==> config.mk <==
export PLATFORM = sky130hd
export DESIGN_NAME = pci_bus_arbiter
export DESIGN_NICKNAME = d
export VERILOG_FILES = /design/src/rtl/pci_bus_arbiter.sv
export SDC_FILE = /design/constraint.sdc
export NUM_CORES = 1
export LEC_CHECK = 0
export CAP_MARGIN = 20
export CORE_UTILIZATION = 50
export DETAILED_ROUTE_END_ITERATION = 10
export GPL_TIMING_DRIVEN = 0
export PLACE_DENSITY = 0.75
export SYNTH_ARGS = -nofsm -noshare
export SYNTH_HDL_FRONTEND = slang
export SYNTH_SLANG_ARGS = --single-unit
==> constraint.sdc <==
create_clock -name CLK -period 2.9 [get_ports CLK]
set_clock_uncertainty 0.1 [all_clocks]
set_input_delay 0.29 -clock CLK [delete_from_list [all_inputs] [get_ports CLK]]
set_output_delay 0.29 -clock CLK [all_outputs]
set_load 0.05 [all_outputs]
==> src/rtl/pci_bus_arbiter.sv <==
// rtl/pci_bus_arbiter.sv - round-robin grant arbiter for the shared PCI-style bus
//
// Ports:
//   CLK          rising-edge clock
//   RST          synchronous active-high reset
//   REQ_N        per-device bus request, active low
//   FRAME_N      shared bus FRAME, active low (start/continuation of a transaction)
//   IRDY_N       shared bus IRDY, active low
//   GNT_N        per-device grant, active low; one-cold or all ones
//   BUS_OWNER    index of the current or most recent grantee
//   OWNER_VALID  high while a grantee holds the bus (GRANT or BUSY)
//   TIMEOUT_P    one-cycle pulse when a grant is revoked because it was never used

module pci_bus_arbiter #(
    parameter int N_MASTERS     = 4,
    parameter int GRANT_TIMEOUT = 16
) (
    input  logic                 CLK,
    input  logic                 RST,
    input  logic [N_MASTERS-1:0] REQ_N,
    input  logic                 FRAME_N,
    input  logic                 IRDY_N,
    output logic [N_MASTERS-1:0] GNT_N,
    output logic [2:0]           BUS_OWNER,
    output logic                 OWNER_VALID,
    output logic                 TIMEOUT_P
);

    localparam int CW = $clog2(GRANT_TIMEOUT);

    typedef enum logic [1:0] {
        S_IDLE,
        S_GRANT,
        S_BUSY,
        S_GAP
    } state_t;

    state_t               state, state_nxt;
    logic [2:0]           last_owner, last_owner_nxt;
    logic [2:0]           bus_owner_nxt;
    logic [CW-1:0]        cnt, cnt_nxt;
    logic [N_MASTERS-1:0] gnt_n_nxt;
    logic                 owner_valid_nxt;
    logic                 timeout_p_nxt;

    // Round-robin search: requests as an 8-bit active-high vector so any
    // 3-bit index is in range regardless of N_MASTERS.
    logic [7:0]           req_act;
    logic [3:0]           idx;
    logic [2:0]           winner;
    logic                 any_req;

    always_comb begin
        req_act                  = '0;
        req_act[N_MASTERS-1:0]   = ~REQ_N;
        winner                   = '0;
        any_req                  = 1'b0;
        idx                      = '0;
        // Scan offsets from farthest to nearest so the nearest requester
        // after last_owner is the final (winning) assignment.
        for (int i = N_MASTERS - 1; i >= 0; i--) begin
            idx = {1'b0, last_owner} + 4'd1 + 4'(i);
            if (idx >= 4'(N_MASTERS)) begin
                idx = idx - 4'(N_MASTERS);
            end
            if (req_act[idx[2:0]]) begin
                winner  = idx[2:0];
                any_req = 1'b1;
            end
        end
    end

    always_comb begin
        state_nxt       = state;
        gnt_n_nxt       = GNT_N;
        bus_owner_nxt   = BUS_OWNER;
        owner_valid_nxt = OWNER_VALID;
        timeout_p_nxt   = 1'b0;
        last_owner_nxt  = last_owner;
        cnt_nxt         = cnt;

        case (state)
            S_IDLE: begin
                gnt_n_nxt       = '1;
                owner_valid_nxt = 1'b0;
                if (any_req) begin
                    gnt_n_nxt       = ~(N_MASTERS'(1) << winner);
                    bus_owner_nxt   = winner;
                    owner_valid_nxt = 1'b1;
                    cnt_nxt         = '0;
                    state_nxt       = S_GRANT;
                end
            end
            S_GRANT: begin
                // FRAME_N low beats withdrawal and timeout in the same cycle.
                if (!FRAME_N) begin
                    last_owner_nxt = BUS_OWNER;
                    state_nxt      = S_BUSY;
                end else if (!req_act[BUS_OWNER]) begin
                    // Withdrawn request keeps last_owner, so priority is unchanged.
                    gnt_n_nxt       = '1;
                    owner_valid_nxt = 1'b0;
                    state_nxt       = S_GAP;
                end else if (cnt == CW'(GRANT_TIMEOUT - 1)) begin
                    // Stalled owner is charged with a turn and loses priority.
                    gnt_n_nxt       = '1;
                    owner_valid_nxt = 1'b0;
                    timeout_p_nxt   = 1'b1;
                    last_owner_nxt  = BUS_OWNER;
                    state_nxt       = S_GAP;
                end else begin
                    cnt_nxt = cnt + CW'(1);
                end
            end
            S_BUSY: begin
                if (FRAME_N && IRDY_N) begin
                    gnt_n_nxt       = '1;
                    owner_valid_nxt = 1'b0;
                    state_nxt       = S_GAP;
                end
            end
            S_GAP: begin
                gnt_n_nxt       = '1;
                owner_valid_nxt = 1'b0;
                state_nxt       = S_IDLE;
            end
            default: begin
                gnt_n_nxt       = '1;
                owner_valid_nxt = 1'b0;
                state_nxt       = S_IDLE;
            end
        endcase
    end

    always_ff @(posedge CLK) begin
        if (RST) begin
            state       <= S_IDLE;
            GNT_N       <= '1;
            BUS_OWNER   <= '0;
            OWNER_VALID <= 1'b0;
            TIMEOUT_P   <= 1'b0;
            last_owner  <= 3'(N_MASTERS - 1);
            cnt         <= '0;
        end else begin
            state       <= state_nxt;
            GNT_N       <= gnt_n_nxt;
            BUS_OWNER   <= bus_owner_nxt;
            OWNER_VALID <= owner_valid_nxt;
            TIMEOUT_P   <= timeout_p_nxt;
            last_owner  <= last_owner_nxt;
            cnt         <= cnt_nxt;
        end
    end

endmodule

# Word-level counts from Yosys, hierarchy flattened
# Cells that the tools add are included.
[word_totals]
wordCells = 102
input_bits = 8
out_inout_bits = 9
regBits = 18
[op_classes]
bitwise_logic = 5
eq_ne = 13
addsub = 9
n_reduce_logical = 9
magnitude_cmp = 9
shifts = 1
mux = 49
[ops]
columns = ["op", "n"]
rows = [
  ["4-bit 2-to-1 mux", 9],
  ["3-bit 2-to-1 mux", 11],
  ["3-bit by 4-bit less-than comparator with 1-bit output, second input constant", 5],
  ["4-bit by 3-bit greater-or-equal comparator with 1-bit output, second input constant", 4],
  ["4-bit case mux with 4 select lines", 1],
  ["1-bit binary-select mux with 3-bit select", 5],
  ["1-bit 2-to-1 mux", 15],
  ["3-bit subtractor, second input constant", 4],
  ["2-bit 2-to-1 mux", 5],
  ["2-bit inequality test, second input constant", 5],
  ["3-bit AND reduction", 3],
  ["4-bit by 1-bit adder with 4-bit output, second input constant", 2],
  ["4-bit by 2-bit adder with 4-bit output, second input constant", 2],
  ["4-bit NOT", 2],
  ["2-bit case mux with 4 select lines", 1],
  ["4-bit case mux with 2 select lines", 1],
  ["5-bit AND reduction", 1],
  ["3-bit by 1-bit adder with 4-bit output, second input constant", 1],
  ["2-bit equality test, second input constant", 2],
  ["4-bit equality test, second input constant", 1],
  ["2-bit by 1-bit inequality test with 1-bit output, second input constant", 2],
  ["4-bit inequality test, second input constant", 1],
  ["1-bit case mux with 4 select lines", 1],
  ["4-bit OR reduction", 1],
  ["other kinds (8)", 10],
]

# Depth between registers and ports, before layout
[depth]
word_depth = 14
depth_mapped = 12
depth_no_buf = 10

# Worst setup path after synthesis
# OpenSTA, ideal clock, no wires.
[synth_timing]
kind = "register -> register"
from = "register last_owner[0]"
to = "register state[0]"
period_less_slack_ps = 3204
setup_time_ps = 86
path_slack_ps = -304
t_arrival_ps = 3017
required_time_ps = 2714
n_path_buf = 2
path_stages_with_launch = 13
cell_sequence = "dfxtp_1 clkbuf_8 inv_1 ha_1 buf_2 inv_1 ha_1 nand3_1 a21oi_1 o41a_4 or4_4 and2_4 a221oi_2"
[synth_via]
elab_chain_cells = 12
elab_cells_between_ends = 30
classes_between = "add/sub: 8; order compare: 4; eq/ne: 1; mux: 16; reduce/logical: 1"
[synth_lines]
columns = ["item", "line", "rtl"]
rows = [
  ["from (decl)", "39", "logic [2:0] last_owner, last_owner_nxt;"],
  ["from (signal assigned)", "142", "last_owner <= 3'(N_MASTERS - 1);"],
  ["from (signal assigned)", "150", "last_owner <= last_owner_nxt;"],
  ["3-bit by 1-bit adder with 4-bit output *", "62", "idx = {1'b0, last_owner} + 4'd1 + 4'(i);"],
  ["4-bit by 2-bit adder with 4-bit output", "62", ""],
  ["4-bit by 3-bit greater-or-equal comparator with 1-bit output / 3-bit subtractor (equally long branches)", "63, 64", ""],
  ["3-bit 2-to-1 mux", "63", "if (idx >= 4'(N_MASTERS)) begin"],
  ["1-bit binary-select mux with 3-bit select", "66", "if (req_act[idx[2:0]]) begin"],
  ["1-bit 2-to-1 mux (implied by the code)", "66", ""],
  ["1-bit 2-to-1 mux (3 in series)", "66", ""],
  ["1-bit 2-to-1 mux *", "66", ""],
  ["2-bit inequality test (no source line) *", "n/a", ""],
  ["3-bit AND reduction (no source line) *", "n/a", ""],
  ["to (signal assigned)", "145", "state <= state_nxt;"],
  ["to (decl)", "38", "state_t state, state_nxt;"],
]
# Every way passes the cells marked *; elsewhere a longest branch is shown, timed or not. The select of a mux whose other input is x is not followed.
# A chain may end at the register's enable or synchronous reset.

# Final worst setup path
# Same ends and word-level chain as after synthesis.

==> metrics <==
Net Sw Frac 0.475; Core ar. 2780 sq um; Pre-antenna DRT Iters 5; crit path DAT 3.03 ns; Syn Nets 177; vias per cell 6.31; Post-Route WL 3790 um; peak supply drop 0.774 mV; worst hold path class reg -> reg; kind of end point of the critical path flip-flop; relative slew slack 0.653; DRC violations left 0; Power Internal 1.09 mW; Final WS setup -0.0169 ns; Root Driver clkbuf_4; CTS Sinks 18; vias in the first global route 1,317; GPL Wtd Cong 0.862; diode count 0; Comb pwr share 0.759; Overflow after GRT 0; Seq/Total Area, Yosys 0.244; largest net degree at the start of global routing 11; Async SR Flop Fraction 0; Max Fclk 0.343 GHz; Initial DRC Count 79; area grow syn2layout 32.3%; Worst Reg-to-Reg Cells 12; layout cell share with drive strength beyond 1 0.316; chip width 56.3 um; dominant cells by area after synthesis dfxtp_1, ha_1, mux2i_1; dpl ws -0.183 ns; Total Routing Usage GR 0.229; initial antenna violation count 0; Post-Syn Area per Cell 9.27 sq um; cell depth of the worst hold path 2; top cell type's share of synthesized area 0.244; Switch Pwr 0.984 mW; sequential share of power 0.180; Die H 56.3 um; #FFs+latches synth 18; number of synthesized flops with an enable pin 0; average wire per standard cell 16.9 um; global-route wire length before repair 5790 um; Worst Hold Slack 0.378 ns; Clock Latency Late Sink 0.29 ns; IO Count 17; Worst Path Required 3.01 ns; Clock Path Buffers 2; Die ar. 3170 sq um; Hold Violations, Final 0; Leak Pwr 0.767 nW; largest fanout on the critical path 6; antenna-violating nets left 0; fin crit share 1.01; failing checks negative setup slack; Post-Syn Instances 159; floorplan row count 19; Clock Power Share 0.061; CTS clk-pin slew, worst paths 0.10 ns; Yosys cell types 63; Main synth FF type dfxtp_1; Setup Crit Path Kind reg -> reg; max_cap viols 0; H-tree depth 1; largest area contributor in the netlist dfxtp_1; outcome complete, but fails checks; Initial Util 0.530; Port Buffers 16; Worst-Margin Slew 0.520 ns; minimum clock period 2.92 ns; power density cells 1060 nW/um^2; detailed placement HPWL 2580 um; CTS tree done; routed via count 1,414; RSZ-0062 raised after global routing yes; TritonCTS buffer count 3; Ys Warns 0; startpoint types flip-flop; Final Max Tran Viols 0; synthesized area 1470 sq um; final setup vio count 1; nets@finish 212
-- worst max-delay path, stage by stage (launching register included) --
cell and delay (ns):
dfxtp_4 0.37, buf_8 0.11, inv_6 0.04, ha_4 0.24, buf_8 0.13, inv_6 0.06
ha_4 0.16, a21o_2 0.12, a21oi_2 0.06, o41a_4 0.52, or4_4 0.54, and2_4 0.17
a221oi_2 0.20
-- flip-flops by register name (all words and copies together), names as in the netlist --
| signal | count |
|---|---|
| TIMEOUT_P | 1 |
| state | 2 |
| cnt | 4 |
| OWNER_VALID | 1 |
| GNT_N | 4 |
| BUS_OWNER | 3 |
| last_owner | 3 |
-- Yosys cell counts (all sizes together) (2+ instances only) --
cell type / number
ha: 10
and2b: 2
o22ai: 2
inv: 9
nand3: 6
mux4: 3
o21ai: 4
o21a: 2
a21o: 3
o41a: 3
nor4: 2
nor2b: 2
dlygate4sd1: 2
or3: 4
o31ai: 2
a211o: 2
nand2: 10
dfxtp: 18
mux2i: 7
xnor2: 2
clkbuf: 2
a221oi: 3
nor3: 6
a21oi: 9
and2: 4
a31oi: 4
nand4b: 2
and3: 2
nor2: 9
nand2b: 2
or4: 2
-- placed cells by master, fill, tap and decap left out, drive strengths merged, types with 5 or more instances in the layout --
cell type | synthesis | layout
ha | 10 | 10
mux2i | 7 | 7
clkdlybuf4s50 | 0 | 16
dfxtp | 18 | 18
clkbuf | 2 | 5
nand2 | 10 | 10
nor3 | 6 | 6
nor2 | 9 | 9
a21oi | 9 | 9
inv | 9 | 9
nand3 | 6 | 6
buf | 1 | 16
-- final timing paths --
kind                       from          end  slack [ns]
setup reg to reg  last_owner[0]     state[0]       -0.02
hold / removal      OWNER_VALID  OWNER_VALID        0.38
setup / recovery  last_owner[0]     state[0]       -0.02
hold reg to reg     OWNER_VALID  OWNER_VALID        0.38
-- timing repair --
item                                    4_1_cts  5_1_grt
endpoints found under the setup margin       13       10
hold buffers                                  0        0
gates resized for setup                       5       21
pin swaps                                     2        6
cloned                                        0        0
buffers inserted                              2       12
-- final cells by class --
cell class	count	area, sq um
tap	31	38.8
timing repair buffer	30	269
sequential	18	365
inverter	9	43.8
buffer	5	51.3
multi-input combinational	127	1160
clock buffer	4	26.3
fill	214	831
-- power groups by stage --
stage | Clock, mW | Sequential (mW) | Combinational, mW
finish | 0.127 | 0.373 | 1.57
global route | 0.144 | 0.381 | 1.68
CTS | 0.131 | 0.367 | 1.31
detailed placement | 0 | 0.377 | 1.27
global placement | 0 | 0.373 | 1.23
floorplan | 0 | 0.500 | 0.871
-- per-layer routing --
| layer | GRT usage | share of wire |
|---|---|---|
| met3 | 0.0276 | 0.033 |
| met2 | 0.415 | 0.53 |
| met1 | 0.275 | 0.43 |
| met4 | 0.0871 | 0.016 |
| met5 | 0 | 0 |
-- kinds of logic (layout without fill, tap and decap cells) --
kind of cell / Yosys count / in the layout / synth area share
and+or+nand+nor: 56 / 56 / 0.216
AOI/OAI and AO/OA: 46 / 46 / 0.262
DFF: 18 / 18 / 0.244
buffers and inverters: 14 / 48 / 0.0501
muxes: 11 / 11 / 0.103
adders and majority gates: 10 / 10 / 0.0849
xor gates and xnor gates: 4 / 4 / 0.0391
-- stage by stage --
stage                     cell area [sq um]  cells   util  TNS [ns]  power [mW]
final                                  1950    224  0.701   -0.0169        2.07
after global routing                   1950    224  0.701    -0.187        2.21
after CTS                              1760    212  0.632         0        1.81
after detailed placement               1700    206  0.610    -0.742        1.64
after global placement                 1700    206  0.610    -0.468        1.61
after floorplan                        1500    159      -         0        1.37
Note: power is estimated with default switching activity, not from simulation.
==> patch: new RTL, config.mk and constraints unchanged <==
Change the parameter `N_MASTERS` from 4 to 5.
--- a/src/rtl/pci_bus_arbiter.sv
+++ b/src/rtl/pci_bus_arbiter.sv
@@ -14,3 +14,3 @@
 module pci_bus_arbiter #(
-    parameter int N_MASTERS     = 4,
+    parameter int N_MASTERS     = 5,
     parameter int GRANT_TIMEOUT = 16
Interface: changed (resized GNT_N and REQ_N); port bits go from 17 to 19. The function was not compared with the original's and may differ.
==> patch against the unedited design <==
  * The flow still finishes with violations (setup timing)
  * Largest cell class unchanged
  * Power rose by 32%
  * Maximum frequency fell by 15%
  * Sequential cell count rose by 1
  * Area after synthesis rose by 67%
  * Routed wire length rose by 140%
  * Combinational power rose by 38%
  * Cell area rose by 83%
  * Worst setup slack got worse by 0.52 ns
  * Largest power group unchanged
==> patch: results (changes against the unedited design) <==
| Metric | Value |
|---|---|
| Outcome | `complete, but fails checks (unchanged)` |
| Failing checks | `setup timing (unchanged)` |
| Clk power | `191 uW (was 127 uW)` |
| Yosys cell types | `83 (was 63)` |
| Total area of sequential cells | `389 sq um (was 365 sq um)` |
| Slowest cell delay on critical path | `0.40 ns (was 0.54 ns)` |
| Avg Inst Size Synth | `7.93 sq um (was 9.27 sq um)` |
| Nets | `394 (was 212)` |
| Met2 Use GR | `0.559 (was 0.415)` |
| Synth area leaders | `dfxtp_1 (15%), ha_1 (7.1%), mux2i_1 (4.5%), nor2_1 (4.0%), a21oi_1 (3.4%) (was dfxtp_1 (24%), ha_1 (8.5%), mux2i_1 (4.8%), a21oi_1 (3.1%), mux4_2 (3.1%))` |
| Register area share after synthesis | `0.154 (was 0.244)` |
| Multiplexer share of the synthesized area | `0.0674 (was 0.103)` |
| Via/cell ratio | `6.79 (was 6.31)` |
| Seq cells | `19 (was 18)` |
| Drt pass-1 iters | `7 (was 5)` |
| Port Buffer Count | `18 (was 16)` |
| Slew @ Worst Pin | `0.721 ns (was 0.520 ns)` |
| Post-synthesis compound-gate area fraction | `0.315 (was 0.262)` |
| Clock root buffer master | `clkbuf_8 (was clkbuf_4)` |
| P_comb | `2160 uW (was 1570 uW)` |
| Critical Path Slowest Stage Cell | `or3_1 (was or4_4)` |
| Placed cell count | `396 (was 206)` |
| P_seq | `390 uW (was 373 uW)` |
| Post-route setup slack | `-0.536 ns (was -0.0169 ns)` |
| Total wire length | `9010 um (was 3790 um)` |
| Fill cells | `316 (was 214)` |
| Routability cong. | `0.946 (was 0.862)` |
| Synth-to-Final Area Change | `44.9% (was 32.3%)` |
| WP data arrival | `3.50 ns (was 3.03 ns)` |
| Biggest regs | `GNT_N: 5 flops, cnt: 4 flops (was GNT_N: 4 flops, cnt: 4 flops)` |
| Register clock-pin slew on the reported worst setup and hold paths | `0.08 ns (was 0.10 ns)` |
| Number of non-clock buffers | `75 (was 35)` |
| Setup violations, final | `15 (was 1)` |
| Post-Syn Nets | `334 (was 177)` |
| Top-area cell type share of the netlist area | `0.154 (was 0.244)` |
| Grt met3 use | `0.0333 (was 0.0276)` |
| Placed Area | `2920 sq um (was 1700 sq um)` |
| Met2 WL post-DR | `4250 um (was 1990 um)` |
| Worst Path Max Fanout | `7 (was 6)` |
| Final setup TNS | `-6.77 ns (was -0.0169 ns)` |
| Number of multi-input logic gates | `254 (was 127)` |
| Synth Area in Adders | `0.0710 (was 0.0849)` |
| Die width | `72.2 um (was 56.3 um)` |
| Placement Setup Slack | `-0.786 ns (was -0.183 ns)` |
| Metal3 WL | `884 um (was 124 um)` |
| Met1 Use GR | `0.431 (was 0.275)` |
| WL met1 | `3390 um (was 1610 um)` |
| Clock latency on the worst-skew pair | `0.27 ns (was 0.29 ns)` |
| Leak | `0.00131 uW (was 0.000767 uW)` |
[patch: repair_timing]
action / 4_1_cts / 5_1_grt
setup buffers: 33 / 6
endpoints found under the hold margin: 0 / 0
pin swaps: 27 / 21
setup endpoints to repair: 15 / 15
gates resized for setup: 46 / 28
[patch: worst paths after layout]
kind                                            startpoint                     to  slack, ns  cells past startpoint
worst max register to register  last_owner[0]$_SDFFE_PP0P_  GNT_N[1]$_SDFFE_PP1P_      -0.54                     16
worst min-delay path                 GNT_N[2]$_SDFFE_PP1P_  GNT_N[2]$_SDFFE_PP1P_       0.41                      1
worst min register to register       GNT_N[2]$_SDFFE_PP1P_  GNT_N[2]$_SDFFE_PP1P_       0.41                      1
worst max-delay path            last_owner[0]$_SDFFE_PP0P_  GNT_N[1]$_SDFFE_PP1P_      -0.54                     16
